## src/rtl/rr_stream_mux.sv

```systemverilog
// rr_stream_mux: N-channel valid/ready stream mux, explicit select or round-robin arbitration with packet locking.
module rr_stream_mux #(
  parameter int WIDTH    = 8,
  parameter int CHANNELS = 4,
  parameter int SEL_W    = $clog2(CHANNELS)
) (
  input  logic                      clk,
  input  logic                      reset_n,
  input  logic                      mode,
  input  logic [SEL_W-1:0]          Sin,
  input  logic [CHANNELS*WIDTH-1:0] in_data,
  input  logic [CHANNELS-1:0]       in_valid,
  input  logic [CHANNELS-1:0]       in_last,
  output logic [CHANNELS-1:0]       in_ready,
  output logic [WIDTH-1:0]          out_data,
  output logic                      out_valid,
  output logic                      out_last,
  output logic [SEL_W-1:0]          out_ch,
  input  logic                      out_ready
);
  typedef enum logic {UNLOCKED, LOCKED} lock_e;
  lock_e            lock_q, lock_d;
  logic [SEL_W-1:0] lock_ch_q, lock_ch_d, ptr_q, ptr_d, out_ch_q, out_ch_d;
  logic [SEL_W-1:0] rr_idx, scan_idx, g_idx;
  logic [WIDTH-1:0] out_data_q, out_data_d;
  logic             out_valid_q, out_valid_d, out_last_q, out_last_d;
  logic             rr_found, g_vld, can_load, xfer;
  logic [WIDTH-1:0] ch_data [CHANNELS];
  for (genvar i = 0; i < CHANNELS; i++) begin : g_ch
    assign ch_data[i] = in_data[i*WIDTH +: WIDTH];
  end
  // Scan from the farthest candidate back to ptr+1 so the nearest valid channel wins.
  always_comb begin
    rr_found = 1'b0;
    rr_idx   = '0;
    scan_idx = '0;
    for (int k = CHANNELS; k >= 1; k--) begin
      scan_idx = SEL_W'((int'(ptr_q) + k) % CHANNELS);
      if (in_valid[scan_idx]) begin
        rr_found = 1'b1;
        rr_idx   = scan_idx;
      end
    end
  end
  always_comb begin
    can_load    = !out_valid_q || out_ready;
    g_vld       = !mode ? ({1'b0, Sin} < (SEL_W+1)'(CHANNELS)) : (lock_q == LOCKED) || rr_found;
    g_idx       = !mode ? Sin : (lock_q == LOCKED) ? lock_ch_q : rr_idx;
    in_ready    = (reset_n && can_load && g_vld) ? CHANNELS'(1) << g_idx : '0;
    xfer        = |(in_valid & in_ready);
    out_valid_d = xfer ? 1'b1 : out_ready ? 1'b0 : out_valid_q;
    out_data_d  = xfer ? ch_data[g_idx] : out_data_q;
    out_last_d  = xfer ? in_last[g_idx] : out_last_q;
    out_ch_d    = xfer ? g_idx : out_ch_q;
    ptr_d       = (xfer && mode) ? g_idx : ptr_q;
    lock_ch_d   = (xfer && mode) ? g_idx : lock_ch_q;
    lock_d      = !mode ? UNLOCKED : !xfer ? lock_q : in_last[g_idx] ? UNLOCKED : LOCKED;
  end
  always_ff @(posedge clk or negedge reset_n) begin
    if (!reset_n) begin
      out_valid_q <= 1'b0;
      out_data_q  <= '0;
      out_last_q  <= 1'b0;
      out_ch_q    <= '0;
      ptr_q       <= SEL_W'(CHANNELS - 1);
      lock_ch_q   <= '0;
      lock_q      <= UNLOCKED;
    end else begin
      out_valid_q <= out_valid_d;
      out_data_q  <= out_data_d;
      out_last_q  <= out_last_d;
      out_ch_q    <= out_ch_d;
      ptr_q       <= ptr_d;
      lock_ch_q   <= lock_ch_d;
      lock_q      <= lock_d;
    end
  end
  assign out_data  = out_data_q;
  assign out_valid = out_valid_q;
  assign out_last  = out_last_q;
  assign out_ch    = out_ch_q;
endmodule
```

## config.mk

```make
export PLATFORM = sky130hd
export DESIGN_NAME = rr_stream_mux
export DESIGN_NICKNAME = d
export VERILOG_FILES = /design/src/rtl/rr_stream_mux.sv
export SDC_FILE = /design/constraint.sdc
export NUM_CORES = 1
export LEC_CHECK = 0
export CELL_PAD_IN_SITES_DETAIL_PLACEMENT = 0
export CELL_PAD_IN_SITES_GLOBAL_PLACEMENT = 2
export CORE_MARGIN = 3
export CORE_UTILIZATION = 24
export CTS_BUF_LIST = sky130_fd_sc_hd__clkbuf_2
export DETAILED_ROUTE_END_ITERATION = 8
export PLACE_DENSITY = 0.83
export REMOVE_ABC_BUFFERS = 1
export SLEW_MARGIN = 20
export SYNTH_ARGS = -nofsm -noshare
export SYNTH_HDL_FRONTEND = slang
export SYNTH_SLANG_ARGS = --single-unit
```

## constraint.sdc

```tcl
create_clock -name clk -period 2.6 [get_ports clk]
set_clock_uncertainty 0.05 [all_clocks]
set_input_delay 0.52 -clock clk [delete_from_list [all_inputs] [get_ports clk]]
set_output_delay 0.52 -clock clk [all_outputs]
set_load 0.05 [all_outputs]
```

# Yosys cells after proc, flatten, opt, wreduce, memory -nomap -nowiden
# Cells that the tools add are included.
# word_totals
input_bits	46
latchBits	0
ram_bits	0
elab_cells	59
romBits	0
ff_bits	17
memories	0
output_inout_bits	16
# op_classes
muxes	30
addsub	4
mul	0
reduce_logical	8
n_eq_ne	1
n_div	0
n_bitwise	2
n_lt_le_gt_ge	6
shifts	1
# op_table
cell	count
binary-select mux 8 bit (select 2 bit)	1
2-to-1 mux 8 bit	2
less-than comparator 2 x 3 -> 1 bit, second input constant	5
2-to-1 mux 1 bit	15
2-to-1 mux 2 bit	6
binary-select mux 1 bit (select 2 bit)	5
adder 2 x 1 -> 2 bit, second input constant	2
adder 2 bit, second input constant	2
bitwise AND 4 bit	1
2-to-1 mux 4 bit	1
OR reduction 4 bit	1
left shift 1 x 2 -> 4 bit, first input constant	1
>= comparator 3 bit, second input constant	1
logical AND 1 bit	3
NOT 2 -> 3 bit	1
logical OR 1 bit	2
!= test 2 x 1 -> 1 bit, second input constant	1
nonzero test 2 bit	1
zero test 1 bit	1

# Depth between registers and ports, before layout
# logic_depth
ltp_word	15
ltp_mapped	8
mapped_depth_nobuf	6

# Worst setup path after synthesis
# OpenSTA, ideal clock, no wires.
# synth_timing
path_kind	input to output
startpoint	input port in_valid[3]
endpoint	output port in_ready[1]
t_required_ns	2.030
path_buffers	2
path_slack_ns	-0.507
t_arrival_ns	2.537
stages	6
cell_sequence	buf_4 > nand4bb_1 > o2111ai_1 > o221a_2 > buf_2 > nor3_1
# synth_via
elab_chain_len	10
word_cells_on_any_way	23
classes_between	shift (1); mux (20); reduce/logical (2)
# synth_rtl
item	line_no	source
start: declaration	12	input logic [CHANNELS-1:0] in_valid,
binary-select mux 1 bit (select 2 bit)	39	if (in_valid[scan_idx]) begin
2-to-1 mux 1 bit (implied by the code)	39	
2-to-1 mux 2 bit or 2-to-1 mux 1 bit (tied branches) (4 in series)	39	
2-to-1 mux 2 bit or logical OR 1 bit (tied branches)	48, 47	
2-to-1 mux 2 bit or 2-to-1 mux 1 bit (tied branches)	48, 47	
left shift 1 x 2 -> 4 bit or logical AND 1 bit (tied branches)	49	in_ready = (reset_n && can_load && g_vld) ? CHANNELS'(1) << g_idx : '0;
2-to-1 mux 4 bit (*)	49	
end: declaration	14	output logic [CHANNELS-1:0] in_ready,
# Every way passes the cells marked *; elsewhere a longest branch is shown, timed or not. The select of a mux whose other input is x is not followed.

# Worst setup path after layout
# layout_timing
startpoint	input port in_valid[1]
endpoint	output port in_ready[0]
# Same word-level chain as after synthesis.

==> metrics <==
ys flop type=dfrtp_1; Hold Crit Depth=1; gpl congestion=0.7787; CTS tree=done; Peak Freq=roughly 390 MHz; via count=approximately 1,300; CP Data Required Time=a little over 2 ns; mux cell area share after synthesis=0.3147; Post-Route WL=between 3000 and 4000 um; syn_area_per_cell=between 10 and 15 um2; GRT Overall Usage=0.1258; detailed-route DRC error count=0; Post-Syn Area=between 0.001 and 0.0015 mm2; Worst Tran Pin Value=0.5212 ns; post-synthesis simple-gate area fraction=0.1265; Setup TNS=0 ns; full die area=0.006228 mm2; layout cells sized above 1=0.3269; hold worst-path end=lock_ch_q[1]; worst r2r src=ptr_q[1]; clk_lat worst skew=0.32 ns; drt wl/cell=13.57 um; Seq/Total Area, Yosys=0.3353; outcome=finished clean; DRT Pass-1 Iters=4; clock slew seen by the registers of the worst setup and hold paths=approximately 0.18 ns; number of synthesized flops with an enable pin=0; Final HPWL DP=2999 um; H-tree Lvls=1; Post-CTS Hold Buffers=0; Synth Area in Compound Gates=0.1735; R2R Setup Slk=between 0.2 and 0.25 ns; Tot Pwr=approximately 2.1 mW; Die H=78.92 um; antenna violations before repair=0; power per cell area=939.1 mW/mm2; Placed Area=0.002137 mm2; max cap viols=0; clock sink total=17; Max VDD drop=roughly 0.40 mV; vias per cell=4.560; period utilization=0.9969; final number of setup-violating endpoints=0; max incr delay on CP=~0.32 ns; fin crit period=between 2 and 3 ns; die width=78.92 um; Startpoint Class=input pin; Hold Fails Final Rpt=0; Iter 0 DRT Violations=28; RSZ-0062 raised after global routing=true; Max-slew headroom=0.6514; largest family of logic cells by synthesized area=multiplexers; FF+latch count, synth=17; Rows=25; largest net degree at the start of global routing=19; Final nets=between 200 and 300; Yosys warning count=0; Initial Utilization=0.2582; Max FO, Critical Path=5; crit path kind=in -> out; count of cell types in the netlist=37; first-pass GRT wire length=6182 um; R2R depth=9; Core Box Area=0.004942 mm2; hold path start=lock_ch_q[1]; antenna-violating nets left=0; vias in the first global route=1,327; Syn Inst Count=between 100 and 150; CTS buffer count=3; HP Class=reg -> reg; Critical Path AT=between 2 and 2.5 ns; Buffers on Ports=around 60; grt ovf=0; I/O pins=62; Slew Limit Fails=0; final instance area=between 0.002 and 0.0025 mm2; Adder-Cell Fraction of Synth Area=0; Worst setup EP type=primary output; clk root buf=clkbuf_2; Area growth syn-to-layout=76.27%; FF-to-FF End=lock_q; ANT cells=0; Lkg Pwr=0.9940 nW; # fillers=~500; worst-path cell chain=dlygate4sd2_1, nor2b_2, a221oi_2, o22a_1, nand2_2, nor3_4, buf_6; clk buf depth=2; ys async rst share=1.000; Crit-path slowest cell=a221oi_2; XOR/XNOR Fraction of Synth Area=0
-- cell type report --
cell class                 instances  area [um2]  share of cell area
clock buffer                       3       15.01            0.006674
multi-input combinational         91       838.3              0.3726
timing repair buffer              90       853.3              0.3793
clock inverter                     1       7.507            0.003337
sequential                        17       429.2              0.1908
inverter                           6       22.52             0.01001
tap                               67       83.83             0.03726
-- critical path: cells and delay by family --
family                 cells  cell delay [ns]
AOI/OAI and AO/OA          2             0.52
buffers and inverters      2             0.46
and+or+nand+nor            3             0.51
-- flip-flops by register name, summed over array words and instances, names as in the netlist --
register and cells:
ptr_q 2, lock_q 1, out_valid 1, out_ch 2, out_data 8, lock_ch_q 2
out_last 1
-- cell families after synthesis --
family                 Yosys count
AO/OA/AOI/OAI                   23
flip-flops                      17
buffers and inverters           12
multiplexers                    37
AND/OR/NAND/NOR                 31
-- through the flow --
stage / setup WS (ns) / std cells / utilization / hold WS (ns)
after detailed placement: -0.3146 / 266 / 0.4324 / 0.4292
after CTS: 0.003751 / 273 / 0.4481 / 0.4785
after global placement: -0.3344 / 266 / 0.4324 / 0.4302
after global routing: -0.07480 / 275 / 0.4552 / 0.4947
final: 0.007947 / 275 / 0.4552 / 0.4723
after floorplan: -0.5753 / 114 / - / 0.1744
-- worst max path at each step --
stage | startpoint | to | slack (ns) | depth (start not counted)
after global routing | ptr_q[1] | in_ready[0] | -0.07 | 7
after floorplan | in_valid[0] | in_ready[2] | -0.58 | 5
after CTS | ptr_q[1] | in_ready[3] | 0.004 | 6
after detailed placement | in_valid[2] | in_ready[0] | -0.31 | 7
after global placement | in_valid[2] | in_ready[0] | -0.33 | 7
final | in_valid[1] | in_ready[0] | 0.008 | 7
-- what timing repair did --
item                                   CTS  global route
setup endpoints to repair                4             4
gates resized for setup                 17             6
buffers inserted                         3             2
pin swaps                                4             5
endpoints found under the hold margin    0             0
-- where the power goes --
part / total, mW / switching (mW) / internal [mW] / leakage [nW]
sequential: 0.491 / 0.0861 / 0.405 / 0.200
clock: 0.125 / 0.0892 / 0.0359 / 0.0126
combinational: 1.50 / 0.785 / 0.711 / 0.781
total: 2.11 / 0.961 / 1.15 / 0.994
-- synthesized netlist by cell type, drive strengths merged, types with 2 or more instances --
cell type	n	share of area
dfstp	2	0.041
nor2	5	0.015
mux2	10	0.10
nand2	8	0.024
nand2b	4	0.020
o211ai	2	0.012
a21oi	2	0.0078
nor2b	3	0.015
o32ai	2	0.014
nand3	2	0.0078
buf	6	0.032
dfrtp	15	0.29
inv	6	0.018
a211oi	2	0.012
mux2i	27	0.21
o21a	3	0.018
nor3	4	0.016
-- metal layers --
metal | share of wire | up-vias | track usage
li1 | - | 623 | -
met1 | 0.43 | 575 | 0.1492
met2 | 0.47 | 51 | 0.2105
met3 | 0.091 | 5 | 0.04308
met4 | 0.015 | 0 | 0.04639
met5 | 0 | - | 0
-- cells in the final DEF, fill, tap and decap left out, types with 2 or more instances in the layout --
| cell | count |
|---|---|
| a21oi_1 | 2 |
| buf_12 | 3 |
| buf_4 | 28 |
| buf_6 | 2 |
| clkbuf_2 | 4 |
| clkdlybuf4s50_1 | 52 |
| dfrtp_1 | 14 |
| dfstp_2 | 2 |
| dlygate4sd2_1 | 4 |
| inv_1 | 6 |
| mux2_2 | 5 |
| mux2_4 | 5 |
| mux2i_1 | 27 |
| nand2_1 | 7 |
| nand2b_1 | 2 |
| nand3_1 | 2 |
| nor2_1 | 3 |
| nor2_2 | 2 |
| nor2b_1 | 2 |
| nor3_1 | 2 |
| o211ai_1 | 2 |
| o21a_1 | 3 |
| o32ai_1 | 2 |
(Power assumes the default switching activity.)
